File: src/rtl/tile_pkg.sv
// Shared sizing helpers and types for the tile row packer.
// Package localparams give the default geometry; modules derive their own from parameters.
package tile_pkg;

  localparam int unsigned DEF_SIZE_OF_INPUT   = 16;
  localparam int unsigned DEF_SIZE_OF_FEATURE = 4;
  localparam int unsigned ROW_COUNT_W         = 16;
  localparam int unsigned DROP_COUNT_W        = 8;

  function automatic int unsigned word_width(input int unsigned size_of_input);
    return size_of_input / 2 * 4;
  endfunction

  function automatic int unsigned row_width(input int unsigned size_of_input,
                                            input int unsigned size_of_feature);
    return word_width(size_of_input) * size_of_feature;
  endfunction

  function automatic int unsigned col_width(input int unsigned size_of_feature);
    return (size_of_feature <= 1) ? 1 : $clog2(size_of_feature);
  endfunction

  localparam int unsigned W = word_width(DEF_SIZE_OF_INPUT);
  localparam int unsigned R = row_width(DEF_SIZE_OF_INPUT, DEF_SIZE_OF_FEATURE);

  typedef enum logic {
    BANK0 = 1'b0,
    BANK1 = 1'b1
  } bank_e;

endpackage

File: src/rtl/tile_row_bank.sv
// One row-wide storage bank: per-column word write plus a full flag.
// Set has priority over clear so a single-column row refilled in the pop cycle stays full.
module tile_row_bank #(
  parameter int unsigned WORD_W   = 32,
  parameter int unsigned NUM_COLS = 4,
  parameter int unsigned COL_W    = 2
) (
  input  logic                       clk_i,
  input  logic                       rst_i,
  input  logic                       wr_en_i,
  input  logic [COL_W-1:0]           col_i,
  input  logic [WORD_W-1:0]          data_i,
  input  logic                       set_full_i,
  input  logic                       clr_full_i,
  output logic [WORD_W*NUM_COLS-1:0] row_o,
  output logic                       full_o
);

  logic [WORD_W*NUM_COLS-1:0] row_q;
  logic                       full_q;

  always_ff @(posedge clk_i or negedge rst_i) begin
    if (!rst_i) begin
      row_q <= '0;
    end else if (wr_en_i) begin
      for (int unsigned k = 0; k < NUM_COLS; k++) begin
        if (col_i == COL_W'(k)) row_q[k*WORD_W +: WORD_W] <= data_i;
      end
    end
  end

  always_ff @(posedge clk_i or negedge rst_i) begin
    if (!rst_i)          full_q <= 1'b0;
    else if (set_full_i) full_q <= 1'b1;
    else if (clr_full_i) full_q <= 1'b0;
  end

  assign row_o  = row_q;
  assign full_o = full_q;

endmodule

File: src/rtl/tile_row_packer.sv
// Packs tilling-machine words into full tile rows behind a two-bank ping-pong buffer.
// No upstream backpressure: words arriving with both banks full are dropped and counted.
module tile_row_packer
  import tile_pkg::*;
#(
  parameter int unsigned SIZE_OF_INPUT   = 16,
  parameter int unsigned SIZE_OF_FEATURE = 4,
  localparam int unsigned WORD_W = word_width(SIZE_OF_INPUT),
  localparam int unsigned ROW_W  = row_width(SIZE_OF_INPUT, SIZE_OF_FEATURE)
) (
  input  logic                    clk_i,
  input  logic                    rst_i,
  input  logic [WORD_W-1:0]       tilling_machine_i,
  input  logic                    tilling_machine_valid_i,
  output logic [ROW_W-1:0]        tile_row_o,
  output logic                    tile_row_valid_o,
  input  logic                    tile_row_ready_i,
  output logic [ROW_COUNT_W-1:0]  tile_row_count_o,
  output logic                    overflow_o,
  output logic [DROP_COUNT_W-1:0] drop_count_o
);

  localparam int unsigned COL_W = col_width(SIZE_OF_FEATURE);

  bank_e                   wr_bank, rd_bank;
  logic [COL_W-1:0]        col;
  logic [ROW_COUNT_W-1:0]  row_count;
  logic                    overflow;
  logic [DROP_COUNT_W-1:0] drop_count;

  logic [1:0]       full;
  logic [ROW_W-1:0] bank_row [2];
  logic [1:0]       wr_sel, rd_sel;
  logic [1:0]       bank_wr_en, bank_set_full, bank_clr_full;

  logic wr_full, rd_full, pop, accept, drop, last_col;

  assign wr_sel   = {wr_bank == BANK1, wr_bank == BANK0};
  assign rd_sel   = {rd_bank == BANK1, rd_bank == BANK0};
  assign wr_full  = |(full & wr_sel);
  assign rd_full  = |(full & rd_sel);
  assign last_col = (col == COL_W'(SIZE_OF_FEATURE - 1));

  // A full write bank is still writable when it is also the bank being popped this cycle.
  assign pop    = rd_full & tile_row_ready_i;
  assign accept = tilling_machine_valid_i & (~wr_full | ((wr_bank == rd_bank) & pop));
  assign drop   = tilling_machine_valid_i & ~accept;

  always_comb begin
    bank_wr_en    = '0;
    bank_set_full = '0;
    bank_clr_full = '0;
    if (accept)            bank_wr_en    = wr_sel;
    if (accept && last_col) bank_set_full = wr_sel;
    if (pop)               bank_clr_full = rd_sel;
  end

  for (genvar b = 0; b < 2; b++) begin : g_bank
    tile_row_bank #(
      .WORD_W  (WORD_W),
      .NUM_COLS(SIZE_OF_FEATURE),
      .COL_W   (COL_W)
    ) u_bank (
      .clk_i     (clk_i),
      .rst_i     (rst_i),
      .wr_en_i   (bank_wr_en[b]),
      .col_i     (col),
      .data_i    (tilling_machine_i),
      .set_full_i(bank_set_full[b]),
      .clr_full_i(bank_clr_full[b]),
      .row_o     (bank_row[b]),
      .full_o    (full[b])
    );
  end

  always_ff @(posedge clk_i or negedge rst_i) begin
    if (!rst_i) begin
      wr_bank <= BANK0;
      col     <= '0;
    end else if (accept) begin
      if (last_col) begin
        col     <= '0;
        wr_bank <= (wr_bank == BANK0) ? BANK1 : BANK0;
      end else begin
        col <= col + COL_W'(1);
      end
    end
  end

  always_ff @(posedge clk_i or negedge rst_i) begin
    if (!rst_i) begin
      rd_bank   <= BANK0;
      row_count <= '0;
    end else if (pop) begin
      rd_bank   <= (rd_bank == BANK0) ? BANK1 : BANK0;
      row_count <= row_count + ROW_COUNT_W'(1);
    end
  end

  always_ff @(posedge clk_i or negedge rst_i) begin
    if (!rst_i) begin
      overflow   <= 1'b0;
      drop_count <= '0;
    end else if (drop) begin
      overflow <= 1'b1;
      if (drop_count != '1) drop_count <= drop_count + DROP_COUNT_W'(1);
    end
  end

  assign tile_row_o       = (rd_bank == BANK0) ? bank_row[0] : bank_row[1];
  assign tile_row_valid_o = rd_full;
  assign tile_row_count_o = row_count;
  assign overflow_o       = overflow;
  assign drop_count_o     = drop_count;

endmodule

File: config.mk
export PLATFORM = sky130hd
export DESIGN_NAME = tile_row_packer
export DESIGN_NICKNAME = d
export VERILOG_FILES = /design/src/rtl/tile_pkg.sv /design/src/rtl/tile_row_bank.sv /design/src/rtl/tile_row_packer.sv
export SDC_FILE = /design/constraint.sdc
export NUM_CORES = 1
export LEC_CHECK = 0
export CORE_MARGIN = 8
export CORE_UTILIZATION = 45
export DETAILED_ROUTE_END_ITERATION = 6
export PLACE_DENSITY = 0.68
export SLEW_MARGIN = 20
export SYNTH_ARGS = -nofsm -noshare
export SYNTH_HDL_FRONTEND = slang
export SYNTH_HIERARCHICAL = 1
export SYNTH_SLANG_ARGS = --single-unit
File: constraint.sdc
create_clock -name clk_i -period 5.6 [get_ports clk_i]
set_input_delay 0.84 -clock clk_i [delete_from_list [all_inputs] [get_ports clk_i]]
set_output_delay 0.84 -clock clk_i [all_outputs]
set_load 0.05 [all_outputs]
==> results of run 1 <==
-- through the flow --
step	setup slack [ps]	hold WS, ps	cell area [um^2]
global route	1490	457	15900
detailed placement	1750	464	14900
CTS	1570	421	15900
floorplan	3160	452	12600
finish	1630	394	15900
global placement	1730	462	14900
-- path summary, 6_finish.rpt --
kind / to / cells past startpoint
setup / recovery: tile_row_o[38] / 3
hold reg to reg: tile_row_count_o[15]$_DFFE_PN0P_ / 1
min in group clk_i: tile_row_count_o[15]$_DFFE_PN0P_ / 1
max in group asynchronous: g_bank[0].u_bank/row_o[110]$_DFFE_PN0P_ / 2
hold / removal: g_bank[0].u_bank/row_o[94]$_DFFE_PN0P_ / 1
setup reg to reg: g_bank[0].u_bank/row_o[12]$_DFFE_PN0P_ / 7
-- state kept, by name, indices dropped and copies added, names as in the netlist --
register and cells:
rd_bank 1, drop_count_o 8, overflow_o 1, tile_row_count_o 16
g_bank.u_bank/full_o 2, col 2, wr_bank 1, g_bank.u_bank/row_o 256
-- cell usage after synthesis (3+ instances only) --
library cell | n | area [um^2]
a21o_1 | 3 | 22.5
and3_1 | 6 | 37.5
buf_2 | 29 | 145
buf_4 | 6 | 45.0
clkbuf_1 | 4 | 15.0
dfrtp_1 | 287 | 7180
ha_1 | 3 | 37.5
inv_1 | 6 | 22.5
mux2_1 | 9 | 101
mux2_2 | 380 | 4280
nand2_1 | 13 | 48.8
nand3_1 | 12 | 60.1
nand3b_1 | 4 | 30.0
nand4_1 | 6 | 37.5
nor2_1 | 7 | 26.3
nor3_1 | 3 | 15.0
xnor2_1 | 10 | 87.6
xor2_1 | 6 | 52.6
-- worst max-delay path: cells and delay by family, from the launching register on --
family   cells  cell delay [ps]
mux          1              440
flops        1              830
buf+inv      2             1210
-- routing by layer --
metal / vias up / GRT usage / share of wire
li1: 3356 / - / -
met1: 3759 / 0.228 / 0.46
met2: 144 / 0.276 / 0.47
met3: 35 / 0.0350 / 0.048
met4: 0 / 0.0351 / 0.017
met5: - / 0 / 0
-- logic make-up after synthesis --
kind of cell	after synthesis
mux	392
xor+xnor	17
buf+inv	49
simple gates	61
flops	287
compound gates	13
fa+ha+maj	3
-- final cells by class --
| type | instances | area [um^2] |
|---|---|---|
| fillers | 2299 | 11700 |
| flip-flops and latches | 287 | 7190 |
| multi-input cells | 486 | 5160 |
| repair buffers | 198 | 2010 |
| clock buffers | 51 | 981 |
| well taps | 378 | 473 |
| clock inverters | 6 | 58.8 |
| inverters | 7 | 26.3 |
==> results.py, run 1 <==
metrics = {
    "cts": {
        "cts_resized": 0,
        "cts_sinks": 287,
        "cts_setup_buffers": 0,
        "cts_tree": "built",
        "ctsHtreeMaxLevel": 1,
        "numCtsBuffers": 31,
        "clkTransAtPathRegs_ps": 60,
        "worstSkewPairLatency_ps": 550,
        "clockRootBuffer": "clkbuf_16",
        "cts_buffer_depth": 3,
        "hold_buffers": 0,
    },
    "timing": {
        "period_needed_ps": 3970,
        "max-slew-margin-rel": 0.275,
        "grt_setup_unrepaired": "no",
        "setup_tns_ps": 0,
        "post-route-period-util": 0.710,
        "setup_viol": 0,
        "hold_viol": 0,
        "fmax_mhz": 252,
        "tightestPinTransition_ps": 1090,
        "finalClockSkew_ps": 9.57,
        "drv_slew": 0,
    },
    "logic_synthesis": {
        "synth_top_family_by_area": "multiplexers",
        "syn_nets": 861,
        "yosys.area_share.simple": 0.0297,
        "synth-seq-cells": 287,
        "synth-async-reset-ratio": 1.00,
        "netlist_area_um2": 12600,
        "synth.avg_cell_area_um2": 15.3,
        "synth_cell_types": 39,
        "synth_top_flop_cell": "dfrtp_1",
        "synth_edf_count": 0,
        "synth_compound_area_frac": 0.00975,
        "synthXorXnorAreaFrac": 0.0133,
        "yosysWarnings": 6,
        "yosysSeqAreaShare": 0.571,
        "synth_mux_area_frac": 0.353,
        "synthAdderAreaFrac": 0.00298,
        "netlist_instances": 822,
    },
    "drt": {
        "ant_nets": 0,
        "drt_iter0_drc": 296,
        "drc": 0,
        "wl_um": 27900,
        "vias": 7294,
        "dr.pass1.iters": 4,
        "viasPerCell": 5.16,
        "routedWlPerCell_um": 19.8,
    },
    "critical_path": {
        "rrSetupSlack_ps": 2330,
        "crit_type": "reg -> out",
        "end_kind": "output pin",
        "rr_startpoint": "rd_bank$_DFFE_PN0P_",
        "path_cells": "buf_12, mux2_2, clkdlybuf4s50_1",
        "worst_path_max_delay_cell": "dfrtp_4",
        "cp.required_ps": 4760,
        "critPathLaunch": "rd_bank$_DFFE_PN0P_",
        "crit_path_start_kind": "flip-flop",
        "cpPeakStageDelay_ps": 830,
        "worst_ep_arrival_time_ps": 3130,
        "cp_max_fo": 93,
    },
    "die": {
        "io_pins": 190,
        "dieHeight_um": 183,
        "die_area_um2": 33600,
        "core_region_area_um2": 27600,
        "die_w_um": 183,
        "row_count": 61,
        "start_util": 0.455,
    },
    "place": {
        "place_congestion": 0.736,
        "numPortBuffers": 189,
        "hpwl_um": 17900,
        "dp_cells": 1356,
    },
    "global_route": {
        "grt_usage": 0.168,
        "grt.overflow.total": 0,
        "grt_pass1_wl_um": 45600,
        "grt_max_degree": 120,
        "first_global_vias": 7921,
        "antenna_found_initial": 0,
    },
    "job": {
        "drv_cap": 0,
    },
    "cells_and_area": {
        "final_cell_mix": "mux2_2, dfrtp_1, clkdlybuf4s50_1, clkbuf_16",
        "finalNonFillerCells": 1413,
        "final_util": 0.575,
        "final_nets": 1050,
        "drive_gt1_frac": 0.440,
        "layout_commonest_cell": "mux2_2",
        "antenna_cells": 0,
        "syn_to_final_growth_pct": 26.4,
    },
    "run_status": {
        "status": "finished clean",
    },
    "worst_hold_path": {
        "hold_class": "in -> async",
    },
}
Power of run 1 is not shown: default switching activity piles up to over one toggle a cycle in this logic, so the estimate is an artifact.
==> inputs of run 2 (changes only) <==
==> constraint.sdc (replaced) <==
create_clock -name clk_i -period 4.15 [get_ports clk_i]
set_input_delay 0.6225 -clock clk_i [delete_from_list [all_inputs] [get_ports clk_i]]
set_output_delay 0.6225 -clock clk_i [all_outputs]
set_load 0.05 [all_outputs]
==> results.py, run 2 (synthesis results as in run 1) <==
metrics = {
    "timing": {
        "setup_tns_ps": 0,
        "setup_viol": 0,
        "whs_ps": 103,
        "post-route-period-util": 0.834,
        "hold_viol": 0,
        "period_needed_ps": 3460,
        "tightestPinTransition_ps": 928,
        "fmax_mhz": 289,
        "max-slew-margin-rel": 0.382,
        "finalClockSkew_ps": 25.5,
        "grt_setup_unrepaired": "no",
        "drv_slew": 0,
    },
    "drt": {
        "routedWlPerCell_um": 19.8,
        "vias": 7276,
        "wl_um": 28100,
        "viasPerCell": 5.12,
        "dr.pass1.iters": 4,
        "ant_nets": 0,
        "drc": 0,
        "drt_iter0_drc": 328,
    },
    "global_route": {
        "grt_pass1_wl_um": 45800,
        "antenna_found_initial": 0,
        "grt.overflow.total": 0,
        "met1_usage": 0.232,
        "first_global_vias": 7899,
        "grt_usage": 0.169,
        "grt_use_met2": 0.276,
        "grt_max_degree": 118,
        "use_met3": 0.0330,
        "top_usage_layer": "met2",
    },
    "critical_path": {
        "crit_type": "reg -> out",
        "end_kind": "output pin",
        "worst_path_max_delay_cell": "clkdlybuf4s50_1",
        "cp.required_ps": 3530,
        "path_cells": "buf_4, mux2_2, clkdlybuf4s50_1",
        "crit_path_start_kind": "flip-flop",
        "cpPeakStageDelay_ps": 710,
        "worst_ep_arrival_time_ps": 2840,
        "cp_max_fo": 54,
    },
    "place": {
        "numPortBuffers": 189,
        "hpwl_um": 18500,
        "dp_cells": 1369,
        "place_area_um2": 14900,
        "place_congestion": 0.739,
    },
    "worst_hold_path": {
        "hold_class": "in -> async",
    },
    "cts": {
        "numCtsBuffers": 30,
        "cts_setup_buffers": 0,
        "clockRootBuffer": "clkbuf_16",
        "cts_buffer_depth": 3,
        "cts_resized": 0,
        "cts_tree": "built",
        "cts_sinks": 287,
        "hold_buffers": 0,
        "worstSkewPairLatency_ps": 560,
        "clkTransAtPathRegs_ps": 60,
        "ctsHtreeMaxLevel": 1,
    },
    "die": {
        "start_util": 0.455,
        "row_count": 61,
        "die_area_um2": 33600,
        "core_region_area_um2": 27600,
        "die_w_um": 183,
        "dieHeight_um": 183,
        "io_pins": 190,
    },
    "cells_and_area": {
        "antenna_cells": 0,
        "layout_commonest_cell": "mux2_2",
        "fin_area_um2": 15900,
        "final_nets": 1062,
        "drive_gt1_frac": 0.444,
        "syn_to_final_growth_pct": 26.7,
        "largest_register_ff_count": 256,
        "finalNonFillerCells": 1422,
        "final_cell_mix": "mux2_2, dfrtp_1, clkdlybuf4s50_1, clkbuf_16, buf_4",
    },
    "run_status": {
        "status": "finished clean",
    },
    "job": {
        "drv_cap": 0,
    },
}
run 2: metrics by stage:
step,setup slack [ps],utilization
floorplan,1930,-
global placement,749,0.540
detailed placement,701,0.540
CTS,659,0.577
global route,589,0.577
finish,689,0.577
run 2: per-layer routing:
layer	share of wire	routed length [um]	vias to the layer above
met2	0.47	13200	143
met1	0.46	13100	3743
met3	0.048	1360	30
met4	0.016	462	0
met5	0	0	-
li1	-	-	3360
run 2: area by class of cell:
type	count	area (um^2)
clock buffer	44	873
clock inverter	9	135
fill	2271	11700
inverter	7	26.3
multi-input combinational	486	5160
sequential	287	7190
tap	378	473
timing repair buffer	211	2090
run 2: path summary, 6_finish.rpt:
kind | start | to | slack, ps | cells past startpoint
setup reg to reg | wr_bank$_DFFE_PN0P_ | g_bank[1].u_bank/row_o[126]$_DFFE_PN0P_ | 1210 | 7
setup / recovery | rd_bank$_DFFE_PN0P_ | tile_row_o[5] | 690 | 3
max in group asynchronous | rst_i | g_bank[0].u_bank/row_o[123]$_DFFE_PN0P_ | 3040 | 2
min in group clk_i | g_bank[0].u_bank/row_o[27]$_DFFE_PN0P_ | g_bank[0].u_bank/row_o[27]$_DFFE_PN0P_ | 480 | 1
hold reg to reg | g_bank[0].u_bank/row_o[27]$_DFFE_PN0P_ | g_bank[0].u_bank/row_o[27]$_DFFE_PN0P_ | 480 | 1
hold / removal | rst_i | g_bank[1].u_bank/row_o[94]$_DFFE_PN0P_ | 100 | 1
run 2: worst max-delay path: cells and delay by family (launching register included):
family                 cells  cell delay (ps)
DFF                        1              470
muxes                      1              430
buffers and inverters      2             1330
Power of run 2 is left out for the same reason.
